[src/rtl/qerv_mem_seq_if.sv]
// Request, buffer-control and Wishbone data-bus signals of the qerv load/store sequencer.
// The slave modport is the sequencer; master is the decode/bus side that drives it.
interface qerv_mem_seq_if;
    logic       i_start;
    logic       i_store;
    logic [1:0] i_size;
    logic [1:0] i_lsb;
    logic       o_busy;
    logic       o_init;
    logic       o_en;
    logic       o_byte_valid;
    logic       o_fill;
    logic       o_load;
    logic       o_wb_cyc;
    logic       o_wb_we;
    logic [3:0] o_wb_sel;
    logic       i_wb_ack;
    logic       o_done;
    logic       o_misalign;
    logic       o_bus_err;

    modport master (
        output i_start, i_store, i_size, i_lsb, i_wb_ack,
        input  o_busy, o_init, o_en, o_byte_valid, o_fill, o_load,
        input  o_wb_cyc, o_wb_we, o_wb_sel, o_done, o_misalign, o_bus_err
    );

    modport slave (
        input  i_start, i_store, i_size, i_lsb, i_wb_ack,
        output o_busy, o_init, o_en, o_byte_valid, o_fill, o_load,
        output o_wb_cyc, o_wb_we, o_wb_sel, o_done, o_misalign, o_bus_err
    );
endinterface

[src/rtl/qerv_mem_seq.sv]
// Load/store sequencer for the qerv buffer register: init shift (stores), Wishbone
// data-bus cycle with timeout, exec shift (loads), plus misalignment trapping.
module qerv_mem_seq #(
    parameter int unsigned W       = 1,
    parameter int unsigned TIMEOUT = 255
) (
    input logic           i_clk,
    input logic           i_rst,
    qerv_mem_seq_if.slave mem
);
    localparam int unsigned N  = 32 / W;
    localparam int unsigned CW = $clog2(N);
    localparam int unsigned TW = (TIMEOUT > 1) ? $clog2(TIMEOUT + 1) : 1;

    typedef enum logic [1:0] {StIdle, StInit, StBus, StExec} state_e;

    state_e        state_q, state_d;
    logic [CW-1:0] cnt_q, cnt_d;
    logic [TW-1:0] tmo_q, tmo_d;
    logic          store_q, store_d;
    logic [1:0]    size_q, size_d;
    logic [1:0]    lsb_q, lsb_d;
    logic          done_q, done_d;
    logic          misalign_q, misalign_d;
    logic          bus_err_q, bus_err_d;

    logic       is_word, is_half, req_word, req_half, misaligned;
    logic       last_cnt, tmo_hit, in_range;
    logic       in_init, in_bus, in_exec;
    logic [1:0] bi;
    logic [3:0] sel;

    assign is_word  = size_q[1];
    assign is_half  = (size_q == 2'b01);
    assign req_word = mem.i_size[1];
    assign req_half = (mem.i_size == 2'b01);

    assign misaligned = (req_half & mem.i_lsb[0]) | (req_word & (mem.i_lsb != 2'b00));

    // Byte index of the bits currently passing through the register.
    assign bi       = 2'((32'(cnt_q) * W) >> 3);
    assign in_range = is_word | (bi == 2'd0) | (is_half & (bi < 2'd2));
    assign last_cnt = (cnt_q == CW'(N - 1));
    assign tmo_hit  = (TIMEOUT != 0) && (tmo_q == TW'(TIMEOUT - 1));

    always_comb begin
        state_d    = state_q;
        cnt_d      = cnt_q;
        tmo_d      = '0;
        store_d    = store_q;
        size_d     = size_q;
        lsb_d      = lsb_q;
        done_d     = 1'b0;
        misalign_d = 1'b0;
        bus_err_d  = 1'b0;
        unique case (state_q)
            StIdle: begin
                if (mem.i_start) begin
                    if (misaligned) begin
                        misalign_d = 1'b1;
                    end else begin
                        store_d = mem.i_store;
                        size_d  = mem.i_size;
                        lsb_d   = mem.i_lsb;
                        cnt_d   = '0;
                        state_d = mem.i_store ? StInit : StBus;
                    end
                end
            end
            StInit: begin
                cnt_d = cnt_q + CW'(1);
                if (last_cnt) begin
                    cnt_d   = '0;
                    state_d = StBus;
                end
            end
            StBus: begin
                // An ack coinciding with the timeout threshold still completes the access.
                if (mem.i_wb_ack) begin
                    cnt_d = '0;
                    if (store_q) begin
                        done_d  = 1'b1;
                        state_d = StIdle;
                    end else begin
                        state_d = StExec;
                    end
                end else if (tmo_hit) begin
                    bus_err_d = 1'b1;
                    state_d   = StIdle;
                end else begin
                    tmo_d = tmo_q + TW'(1);
                end
            end
            StExec: begin
                cnt_d = cnt_q + CW'(1);
                if (last_cnt) begin
                    cnt_d   = '0;
                    done_d  = 1'b1;
                    state_d = StIdle;
                end
            end
            default: state_d = StIdle;
        endcase
    end

    always_ff @(posedge i_clk or posedge i_rst) begin
        if (i_rst) begin
            state_q    <= StIdle;
            cnt_q      <= '0;
            tmo_q      <= '0;
            store_q    <= 1'b0;
            size_q     <= 2'b00;
            lsb_q      <= 2'b00;
            done_q     <= 1'b0;
            misalign_q <= 1'b0;
            bus_err_q  <= 1'b0;
        end else begin
            state_q    <= state_d;
            cnt_q      <= cnt_d;
            tmo_q      <= tmo_d;
            store_q    <= store_d;
            size_q     <= size_d;
            lsb_q      <= lsb_d;
            done_q     <= done_d;
            misalign_q <= misalign_d;
            bus_err_q  <= bus_err_d;
        end
    end

    always_comb begin
        sel = 4'b1111;
        unique case (size_q)
            2'b00:   sel = 4'b0001 << lsb_q;
            2'b01:   sel = lsb_q[1] ? 4'b1100 : 4'b0011;
            default: sel = 4'b1111;
        endcase
    end

    assign in_init = (state_q == StInit);
    assign in_bus  = (state_q == StBus);
    assign in_exec = (state_q == StExec);

    // Every output is derived from reset-cleared state, so reset silences them at once.
    assign mem.o_busy       = (state_q != StIdle);
    assign mem.o_init       = in_init;
    assign mem.o_en         = in_init | in_exec;
    assign mem.o_byte_valid = (in_init | in_exec) & in_range;
    assign mem.o_fill       = in_exec & ~in_range;
    assign mem.o_load       = in_bus & ~store_q & mem.i_wb_ack;
    assign mem.o_wb_cyc     = in_bus;
    assign mem.o_wb_we      = in_bus & store_q;
    assign mem.o_wb_sel     = in_bus ? sel : 4'b0000;
    assign mem.o_done       = done_q;
    assign mem.o_misalign   = misalign_q;
    assign mem.o_bus_err    = bus_err_q;
endmodule

[src/flat_wrapper.sv]
// flat-port wrapper written by rule: the top's interface ports become plain ports
module qerv_mem_seq_flat 
#(
    parameter int unsigned W       = 1,
    parameter int unsigned TIMEOUT = 255
)
  (i_clk, i_rst, mem_i_start, mem_i_store, mem_i_size, mem_i_lsb, mem_i_wb_ack, mem_o_busy, mem_o_init, mem_o_en, mem_o_byte_valid, mem_o_fill, mem_o_load, mem_o_wb_cyc, mem_o_wb_we, mem_o_wb_sel, mem_o_done, mem_o_misalign, mem_o_bus_err);
  qerv_mem_seq_if mem_i ();
  input logic i_clk;
  input logic i_rst;
  input wire logic [$bits(mem_i.i_start)-1:0] mem_i_start;
  input wire logic [$bits(mem_i.i_store)-1:0] mem_i_store;
  input wire logic [$bits(mem_i.i_size)-1:0] mem_i_size;
  input wire logic [$bits(mem_i.i_lsb)-1:0] mem_i_lsb;
  input wire logic [$bits(mem_i.i_wb_ack)-1:0] mem_i_wb_ack;
  output wire logic [$bits(mem_i.o_busy)-1:0] mem_o_busy;
  output wire logic [$bits(mem_i.o_init)-1:0] mem_o_init;
  output wire logic [$bits(mem_i.o_en)-1:0] mem_o_en;
  output wire logic [$bits(mem_i.o_byte_valid)-1:0] mem_o_byte_valid;
  output wire logic [$bits(mem_i.o_fill)-1:0] mem_o_fill;
  output wire logic [$bits(mem_i.o_load)-1:0] mem_o_load;
  output wire logic [$bits(mem_i.o_wb_cyc)-1:0] mem_o_wb_cyc;
  output wire logic [$bits(mem_i.o_wb_we)-1:0] mem_o_wb_we;
  output wire logic [$bits(mem_i.o_wb_sel)-1:0] mem_o_wb_sel;
  output wire logic [$bits(mem_i.o_done)-1:0] mem_o_done;
  output wire logic [$bits(mem_i.o_misalign)-1:0] mem_o_misalign;
  output wire logic [$bits(mem_i.o_bus_err)-1:0] mem_o_bus_err;
  assign mem_i.i_start = mem_i_start;
  assign mem_i.i_store = mem_i_store;
  assign mem_i.i_size = mem_i_size;
  assign mem_i.i_lsb = mem_i_lsb;
  assign mem_i.i_wb_ack = mem_i_wb_ack;
  assign mem_o_busy = mem_i.o_busy;
  assign mem_o_init = mem_i.o_init;
  assign mem_o_en = mem_i.o_en;
  assign mem_o_byte_valid = mem_i.o_byte_valid;
  assign mem_o_fill = mem_i.o_fill;
  assign mem_o_load = mem_i.o_load;
  assign mem_o_wb_cyc = mem_i.o_wb_cyc;
  assign mem_o_wb_we = mem_i.o_wb_we;
  assign mem_o_wb_sel = mem_i.o_wb_sel;
  assign mem_o_done = mem_i.o_done;
  assign mem_o_misalign = mem_i.o_misalign;
  assign mem_o_bus_err = mem_i.o_bus_err;
  qerv_mem_seq #(.W(W), .TIMEOUT(TIMEOUT)) u_core (.i_clk(i_clk), .i_rst(i_rst), .mem(mem_i));
endmodule
[config.mk]
export PLATFORM = sky130hd
export DESIGN_NAME = qerv_mem_seq_flat
export DESIGN_NICKNAME = d
export VERILOG_FILES = /design/src/rtl/qerv_mem_seq_if.sv /design/src/rtl/qerv_mem_seq.sv /design/src/flat_wrapper.sv
export SDC_FILE = /design/constraint.sdc
export NUM_CORES = 1
export LEC_CHECK = 0
export ABC_AREA = 1
export CORE_MARGIN = 2
export CORE_UTILIZATION = 45
export CTS_CLUSTER_DIAMETER = 50
export DETAILED_ROUTE_END_ITERATION = 10
export PLACE_DENSITY = 0.74
export SYNTH_ARGS = -nofsm -noshare
export SYNTH_HDL_FRONTEND = slang
export SYNTH_SLANG_ARGS = --single-unit
[constraint.sdc]
create_clock -name i_clk -period 1.7 [get_ports i_clk]
set_input_delay 0.34 -clock i_clk [delete_from_list [all_inputs] [get_ports i_clk]]
set_output_delay 0.34 -clock i_clk [all_outputs]
set_load 0.05 [all_outputs]
==> results of run 1 <==
==> layout by cell type (no fill, tap or decap), types with 3 or more instances in the layout <==
cell / instances
dfrtp_1: 20
a21oi_2: 4
nor2_2: 7
clkdlybuf4s50_1: 8
inv_1: 16
nor2_1: 14
ha_1: 4
buf_12: 11
inv_2: 4
o21ai_0: 11
nand2_1: 37
buf_4: 12
dfrtp_2: 3
clkbuf_4: 3
nand3_1: 4
a21oi_1: 6
==> synth_stat cells <==
| cell type | number | area share, % |
|---|---|---|
| and3_1 | 1 | 0.52 |
| nor3_1 | 1 | 0.41 |
| a21oi_1 | 10 | 4.1 |
| nor3_2 | 2 | 1.7 |
| nand3_1 | 4 | 1.7 |
| buf_6 | 1 | 0.93 |
| xor2_1 | 2 | 1.5 |
| nand3_2 | 1 | 0.83 |
| dlygate4sd3_1 | 1 | 0.83 |
| nand4_1 | 2 | 1.0 |
| xnor2_1 | 1 | 0.73 |
| a32o_1 | 1 | 0.83 |
| o21ai_0 | 13 | 5.4 |
| inv_1 | 21 | 6.5 |
| inv_2 | 1 | 0.31 |
| dfrtp_1 | 23 | 48 |
| ha_1 | 4 | 4.1 |
| nor2_1 | 19 | 5.9 |
| nor2_2 | 2 | 1.0 |
| nand2_2 | 3 | 1.6 |
| or2_0 | 1 | 0.52 |
| nand2_1 | 38 | 12 |
==> stage by stage <==
step                      hold WS, ns  setup TNS [ns]  util [%]  area [um^2]
after CTS                       0.359          -0.100      65.6         1640
after floorplan                 0.342          -0.145         -         1210
after global placement          0.457               0      63.2         1580
after detailed placement        0.467               0      63.2         1580
after global routing            0.385          -0.275      68.6         1710
final                           0.357               0      68.6         1710
==> power by group through the flow <==
stage               sequential, mW  combinational (mW)  clock, mW
floorplan                    0.803               0.725          0
global placement             0.821                1.18          0
global route                 0.866                1.49      0.288
finish                       0.846                1.39      0.250
CTS                          0.822                1.29      0.260
detailed placement           0.830                1.22          0
==> flip-flops by register name (all words and copies together), names as in the netlist <==
signal and cells:
u_core.mem.o_misalign 1, u_core.tmo_q 8, u_core.lsb_q 2, u_core.mem.o_done 1
u_core.cnt_q 5, u_core.size_q 2, u_core.mem.o_bus_err 1, u_core.state_q 2
u_core.store_q 1
==> worst max-delay path, cell delays in order, from the launching register on <==
cell and delay [ns]:
dfrtp_2 0.47, o21ai_2 0.14, nand3_1 0.09, nor2_2 0.18, buf_12 0.16
==> timing repair <==
action / in CTS / in global routing
buffers inserted: 2 / 4
resized for setup: 10 / 15
setup endpoints to repair: 11 / 11
pin swaps: 0 / 4
==> layer usage <==
metal  GRT usage (%)  vias up
met1            24.9      533
met2            30.3       31
li1                -      546
met5               0        -
met3            3.49        2
met4            5.23        0
==> cell families (layout without fill, tap and decap cells) <==
| logic type | count (synthesis) | in the layout |
|---|---|---|
| AOI/OAI and AO/OA | 24 | 24 |
| buffers and inverters | 24 | 58 |
| adders and majority gates | 4 | 4 |
| xor gates and xnor gates | 3 | 3 |
| and+or+nand+nor | 74 | 74 |
| DFF | 23 | 23 |
==> area by class of cell <==
cell class / instances / area share, %
inverter: 22 / 5.18
sequential: 23 / 33.8
tap: 30 / 2.19
clock buffer: 3 / 1.31
timing repair buffer: 32 / 23.4
multi-input combinational: 105 / 33.8
clock inverter: 1 / 0.292
==> path summary, 6_finish.rpt <==
check,endpoint,startpoint
max in group asynchronous,u_core.state_q[0],i_rst
min in group i_clk,u_core.tmo_q[0],u_core.tmo_q[0]
worst max-delay path,mem_o_fill,u_core.size_q[0]
worst max register to register,u_core.cnt_q[3],u_core.cnt_q[0]
worst min register to register,u_core.tmo_q[0],u_core.tmo_q[0]
worst min-delay path,u_core.cnt_q[4],i_rst
==> results.toml, run 1 <==
[finish]
instances_no_fill = 216
area_growth_pct = 42.1
register_area_um2 = 579
diodes = 0
num-nets-final = 200
final.fill_count = 217
layout-drive-gt1-share_pct = 30.1
multi_input_area_um2 = 579

[die]
core_um2 = 2500
io_pins = 24
initial_core_util_pct = 48.2
dieArea_um2 = 3110
chipWidth_um = 55.8
std_cell_rows = 18
die_h_um = 55.8

[logic_synthesis]
synth-xor-area-share_pct = 2.18
postSynthAreaPerCell_um2 = 7.94
synth_top_family_by_area = "simple AND/OR/NAND/NOR gates"
syn-num-nets = 165
synth_mux_area_share_pct = 0
synth_warnings = 0
yosys.area_share.simple_pct = 27.0
netlist_instances = 152
synth_compound_area_share_pct = 10.4
mappedNetlistArea_um2 = 1210
yosys_register_bits = 23
synthAdderAreaFrac_pct = 4.15
synth_cell_type_count = 22
ys_seq_area_share_pct = 47.7

[place]
place_inst = 206
dp_hpwl_mm = 2.06
routabilityCongestion = 0.744
io_buffers = 23
pre_cts_slack_ns = 0.0182

[pwr]
switchingPower_mw = 1.13
total_power_mw = 2.48
seq_power_share_pct = 34.0
p_sw_share_pct = 45.4
pwr_density_cell_nw_per_um2 = 1450
p_int_mw = 1.36
leakage_nw = 0.810
p_comb_share_pct = 55.9
ir_drop_mv = 1.26
clkPwrFrac_pct = 10.1

[clocking]
cts_tree = "done"
clk_pin_slew_ns = 0.13
cts_made_buffers = 3
cts_sinks = 23
htreeDepth = 1
ctsHoldBuffers = 0
cts_root_buffer = "clkbuf_4"
clock_path_buffers = 2
clk_latency_ns = 0.30

[timing]
worst_slack_ns = 0.0120
skew_ns = 0.00469
grt_setup_unrepaired = "yes"
max_freq_mhz = 592
hold_viol_final = 0
worst_pin_slew_ns = 0.335
layout_min_cycle_time_ns = 1.69
slew_viol_final = 0
max_slew_margin_pct = 77.5
timing.final.crit_share_pct = 99.3
final-setup-viol-count = 0

[routing]
drt-total-wl_mm = 2.72
top_layer = "met4"
drt-pass1-iter-count = 6
ant_nets = 0
met1Wirelength_mm = 1.20
wl_met2_mm = 1.36
vias = 1112
post_drt_wl_per_cell_um = 12.6
drc = 0
dr.first_iter.drc_count = 24
via_per_inst = 5.15
route.met3.wl_um = 138

[worst_setup_path]
crit_fanout = 6
cp_data_required_time_ns = 1.36
endpoint_kind = "output pin"
startpoint_type = "flip-flop"
rrSetupSlack_ns = 0.13
critical_path_class = "reg -> out"
reg2regPathDepth = 9
crit_arrival_ns = 1.35

[grt]
first_global_vias = 1034
grt_pass1_wl_mm = 4.57
grt_max_degree = 24
antenna_found_initial = 0
overflow = 0
grt_util_all_layers_pct = 18.4

[status]
outcome = "finished, final reports clean"

[worst_hold_path]
worstHoldPathType = "in -> async"

[flow_run]
maxCapViolCount = 0
No activity file was read; power rests on OpenSTA's default activity.
==> run 2, diff against run 1 <==
- PLACE_DENSITY: 0.74 -> 0.77
- SLEW_MARGIN: not set -> 20
- clock period: 1.7 -> 1.4 ns (I/O delays scaled with it)
==> run 2 against run 1 <==
Effect of this change:
- the run now ends with setup timing left
- power rose by 53%
- flip-flop and latch count did not move
- highest routed layer unchanged
- count of clock-buffer cells in the layout rose by 1
- non-clock buffer count rose by 23
==> results.toml, run 2 (synthesized netlist as in run 1, its figures left out) <==
[status]
outcome = "complete, but fails checks"
violations = "setup timing"

[timing]
layout_min_cycle_time_ns = 1.65
timing.final.crit_share_pct = 118
max_freq_mhz = 605
hold_viol_final = 0
final-setup-viol-count = 23
skew_ns = 0.000803
grt_setup_unrepaired = "yes"
max_slew_margin_pct = 79.0
worst_pin_slew_ns = 0.313
slew_viol_final = 0
worst_slack_ns = -0.254

[pwr]
pwr_density_cell_nw_per_um2 = 1840
ir_drop_mv = 1.96
leakage_nw = 0.934

[die]
initial_core_util_pct = 48.2
io_pins = 24
chipWidth_um = 55.8
dieArea_um2 = 3110
std_cell_rows = 18
die_h_um = 55.8
core_um2 = 2500

[finish]
diodes = 0
regMostFlops = "u_core.tmo_q"
final.fill_count = 147
num-nets-final = 223
largest_register_ffs = 8
final_common_cell = "nand2_1"
layout_common_cells = "32 x nand2_1, 26 x buf_4, 20 x dfrtp_1, 14 x buf_12, 13 x inv_1"
final_area_um2 = 2060
area_growth_pct = 71.2
layout-drive-gt1-share_pct = 48.3
top_regs = "u_core.tmo_q x8, u_core.cnt_q x5"
instances_no_fill = 239

[grt]
first_global_vias = 1199
grt_pass1_wl_mm = 5.30
grt_max_degree = 24
grt_util_all_layers_pct = 21.7
overflow = 0
antenna_found_initial = 0

[worst_setup_path]
worst_path_largest_cell_delay_ns = 0.39
crit_path_cell_trace = "inv_2, o21ai_4, nand3_2, nor2_4, buf_12"
endpoint_kind = "output pin"
crit_arrival_ns = 1.37
cp_data_required_time_ns = 1.12
crit_buf_inv = 2
critical_path_class = "reg -> out"
slowest_stage = "dfrtp_1"
crit_family = "flip-flops"
crit_fanout = 4
startpoint_type = "flip-flop"

[clocking]
cts_tree = "done"
cts_made_buffers = 3
cts_sinks = 23
cts_root_buffer = "clkbuf_4"
ctsHoldBuffers = 0
clk_pin_slew_ns = 0.13
htreeDepth = 1
clock_path_buffers = 2
clk_latency_ns = 0.32

[routing]
via_per_inst = 5.28
wl_met2_mm = 2.07
vias = 1263
ant_nets = 0
post_drt_wl_per_cell_um = 16.4
met1Wirelength_mm = 1.58
drt-total-wl_mm = 3.91
drc = 0
dr.first_iter.drc_count = 33
top_layer = "met4"
route.met3.wl_um = 172
drt-pass1-iter-count = 4

[place]
dp_hpwl_mm = 2.07
place_inst = 217
io_buffers = 23
routabilityCongestion = 0.789
placed_area_um2 = 1710

[worst_hold_path]
worstHoldPathType = "in -> async"

[flow_run]
maxCapViolCount = 0
[run 2: cell types whose count changed in the layout (fill, tap and decap cells not counted), sizes merged]
cell and delta:
clkbuf +1, clkinv -1, buf +23
[run 2: metrics by stage]
step | hold slack, ns | total power, mW | worst slack [ns] | setup TNS (ns) | utilization [%]
finish | 0.279 | 3.80 | -0.254 | -2.77 | 82.6
global placement | 0.457 | 2.58 | -0.0857 | -0.482 | 68.3
CTS | 0.297 | 3.34 | -0.204 | -1.84 | 75.8
global route | 0.310 | 3.97 | -0.281 | -3.85 | 82.6
floorplan | 0.282 | 1.88 | -0.276 | -2.00 | -
detailed placement | 0.476 | 2.64 | -0.137 | -0.925 | 68.3
[run 2: worst paths after layout]
path / from / to / slack [ns] / cells after the start
worst max-delay path: u_core.cnt_q[3] / mem_o_fill / -0.25 / 5
worst max register to register: u_core.cnt_q[0] / u_core.cnt_q[2] / -0.09 / 9
min in group i_clk: u_core.tmo_q[0] / u_core.tmo_q[0] / 0.51 / 1
max in group asynchronous: i_rst / u_core.state_q[1] / 0.88 / 3
worst min register to register: u_core.tmo_q[0] / u_core.tmo_q[0] / 0.51 / 1
worst min-delay path: i_rst / u_core.mem.o_misalign / 0.28 / 3
[run 2: layout make-up]
type / count / area (um^2) / area share, %
Multi-Input combinational cell: 105 / 696 / 33.7
Timing Repair Buffer: 55 / 634 / 30.7
Sequential cell: 23 / 579 / 28.1
Inverter: 22 / 91.3 / 4.42
Tap cell: 30 / 37.5 / 1.82
Clock buffer: 4 / 26.3 / 1.27
[run 2: metal layers]
layer | vias to the layer above | track usage (%)
met5 | - | 0
met4 | 0 | 8.01
met3 | 11 | 4.88
met2 | 42 | 38.1
met1 | 617 | 25.6
li1 | 593 | -
[run 2: where the power goes]
part / internal [mW] / leakage, nW / switching (mW) / total [mW]
combinational: 1.10 / 0.623 / 1.31 / 2.41
sequential: 0.836 / 0.296 / 0.229 / 1.07
clock: 0.112 / 0.0150 / 0.214 / 0.326
[run 2: repair_timing]
action                                  in CTS  in global routing
endpoints found under the setup margin      18                 21
pin swaps                                    4                 21
resized for setup                           37                 31
setup buffers                                9                 10
[run 2: tightest hold or removal path, delay by kind of cell]
| family | cells | cell delay (ns) |
|---|---|---|
| buf+inv | 3 | 0.73 |
==> run 3, diff against run 2 <==
- TNS_END_PERCENT: not set -> 20
==> run 3 against run 2 <==
Effect of this change:
- combinational power fell by 5%
- the run still ends with setup timing left
- register-to-register slack got worse by 0.08 ns
- critical endpoint is now mem_o_wb_cyc
- largest power group unchanged
- first-iteration DRC count rose by 15%
- die area did not move
==> results.toml, run 3 (synthesized netlist as in run 1, its figures left out) <==
[pwr]
seq_power_share_pct = 29.1
switchingPower_mw = 1.71
p_comb_share_pct = 62.0
leakage_nw = 0.891
total_power_mw = 3.68
pwr_density_cell_nw_per_um2 = 1880
p_sw_share_pct = 46.5
ir_drop_mv = 2.09
clkPwrFrac_pct = 8.9
p_int_mw = 1.97

[grt]
overflow = 0
grt_util_all_layers_pct = 22.0
grt_max_degree = 24
antenna_found_initial = 0
first_global_vias = 1249
grt_pass1_wl_mm = 5.40

[worst_setup_path]
worst_path_largest_cell_delay_ns = 0.51
endpoint_kind = "output pin"
reg2regPathDepth = 10
crit_path_cell_trace = "nand2_8, clkinvlp_4, buf_6, buf_12"
cp_data_required_time_ns = 1.12
critical_path_class = "reg -> out"
crit_arrival_ns = 1.36
startpoint_type = "flip-flop"
slowest_stage = "dfrtp_2"
crit_fanout = 7

[routing]
top_layer = "met4"
met1Wirelength_mm = 1.37
via_per_inst = 5.40
drt-pass1-iter-count = 4
vias = 1248
drt-total-wl_mm = 3.65
dr.first_iter.drc_count = 38
drc = 0
wl_met2_mm = 1.83
route.met3.wl_um = 299
post_drt_wl_per_cell_um = 15.8
ant_nets = 0

[clocking]
cts_made_buffers = 3
cts_tree = "done"
clk_pin_slew_ns = 0.14
cts_root_buffer = "clkbuf_4"
htreeDepth = 1
cts_sinks = 23
clock_path_buffers = 2
clk_latency_ns = 0.33

[finish]
diodes = 0
final_common_cell = "nand2_1"
layout-drive-gt1-share_pct = 41.8
instances_no_fill = 231
top_regs = "u_core.tmo_q x8, u_core.cnt_q x5"
regMostFlops = "u_core.tmo_q"
largest_register_ffs = 8
final.fill_count = 153
post-route-util_pct = 78.3
area_growth_pct = 62.2
layout_common_cells = "35 x nand2_1, 22 x buf_4, 21 x dfrtp_1, 15 x buf_12"
num-nets-final = 215

[timing]
hold_viol_final = 0
worst_slack_ns = -0.244
skew_ns = 0.0141
grt_setup_unrepaired = "yes"
max_freq_mhz = 608
slew_viol_final = 0
timing.final.crit_share_pct = 117
max_slew_margin_pct = 78.5
final-setup-viol-count = 18
worst_pin_slew_ns = 0.320
layout_min_cycle_time_ns = 1.64

[worst_hold_path]
worstHoldPathType = "in -> async"

[place]
routabilityCongestion = 0.770
io_buffers = 23
dp_hpwl_mm = 2.26
place_inst = 217
pre_cts_slack_ns = -0.207

[flow_run]
maxCapViolCount = 0

[die]
std_cell_rows = 18
chipWidth_um = 55.8
initial_core_util_pct = 48.2
core_um2 = 2500
io_pins = 24
die_h_um = 55.8
dieArea_um2 = 3110

[status]
outcome = "complete, but fails checks"
violations = "setup timing"
[run 3: cell types whose count changed in the layout (fill, tap and decap cells not counted), moves of 2 or more]
cell	previous run	this run
nor2_1	9	13
a21oi_4	0	2
nand2_1	32	35
o21ai_0	4	6
buf_4	26	22
buf_6	7	2
nor2_4	6	1
a21oi_2	7	5
nand2_2	7	4
[run 3: per-layer routing]
metal  GRT usage [%]  up-vias
met1            26.1      575
met5               0        -
met3            3.49       18
met2            39.6       76
li1                -      579
met4            8.36        0
[run 3: layout make-up]
cell class / count / area, um^2 / area share, %
multi-input combinational: 105 / 652 / 33.3
sequential: 23 / 578 / 29.5
timing repair buffer: 47 / 568 / 29.0
inverter: 22 / 91.3 / 4.67
tap: 30 / 37.5 / 1.92
clock buffer: 3 / 22.5 / 1.15
clock inverter: 1 / 7.51 / 0.384
[run 3: per-stage QoR]
stage          hold slack (ns)  area (um^2)  setup TNS, ns
2_1_floorplan            0.282         1210          -2.22
5_1_grt                  0.333         1960          -4.06
3_3_place_gp             0.466         1700         -0.346
4_1_cts                  0.301         1850          -2.48
6_report                 0.283         1960          -3.08
3_5_place_dp             0.463         1700          -1.17
[run 3: final timing paths]
kind | start | endpoint | slack, ns
setup / recovery | u_core.state_q[1] | mem_o_wb_cyc | -0.24
hold / removal | i_rst | u_core.tmo_q[1] | 0.28
setup reg to reg | u_core.state_q[0] | u_core.state_q[0] | -0.17
hold reg to reg | u_core.tmo_q[0] | u_core.tmo_q[0] | 0.52
max in group asynchronous | i_rst | u_core.state_q[0] | 0.86
min in group i_clk | u_core.tmo_q[0] | u_core.tmo_q[0] | 0.52
[run 3: worst max-delay path: cells and delay by family, from the launching register on]
kind,cells,cell delay (ns)
flops,1,0.51
simple gates,1,0.13
buf+inv,3,0.39
[run 3: power by group through the flow]
stage                     logic [mW]  clock network [mW]  registers, mW
after floorplan                0.880                   0          0.975
after global placement          1.59                   0          0.977
final                           2.28               0.328           1.07
after detailed placement        1.66                   0          0.983
after CTS                       1.91               0.325           1.00
after global routing            2.41               0.366           1.08
[run 3: timing repair]
item,CTS,global route
gates resized for setup,33,17
buffers inserted,5,5
hold buffers,0,0
gates cloned,0,0
hold endpoints to repair,0,0
setup endpoints to repair,18,21
pin swaps,4,5
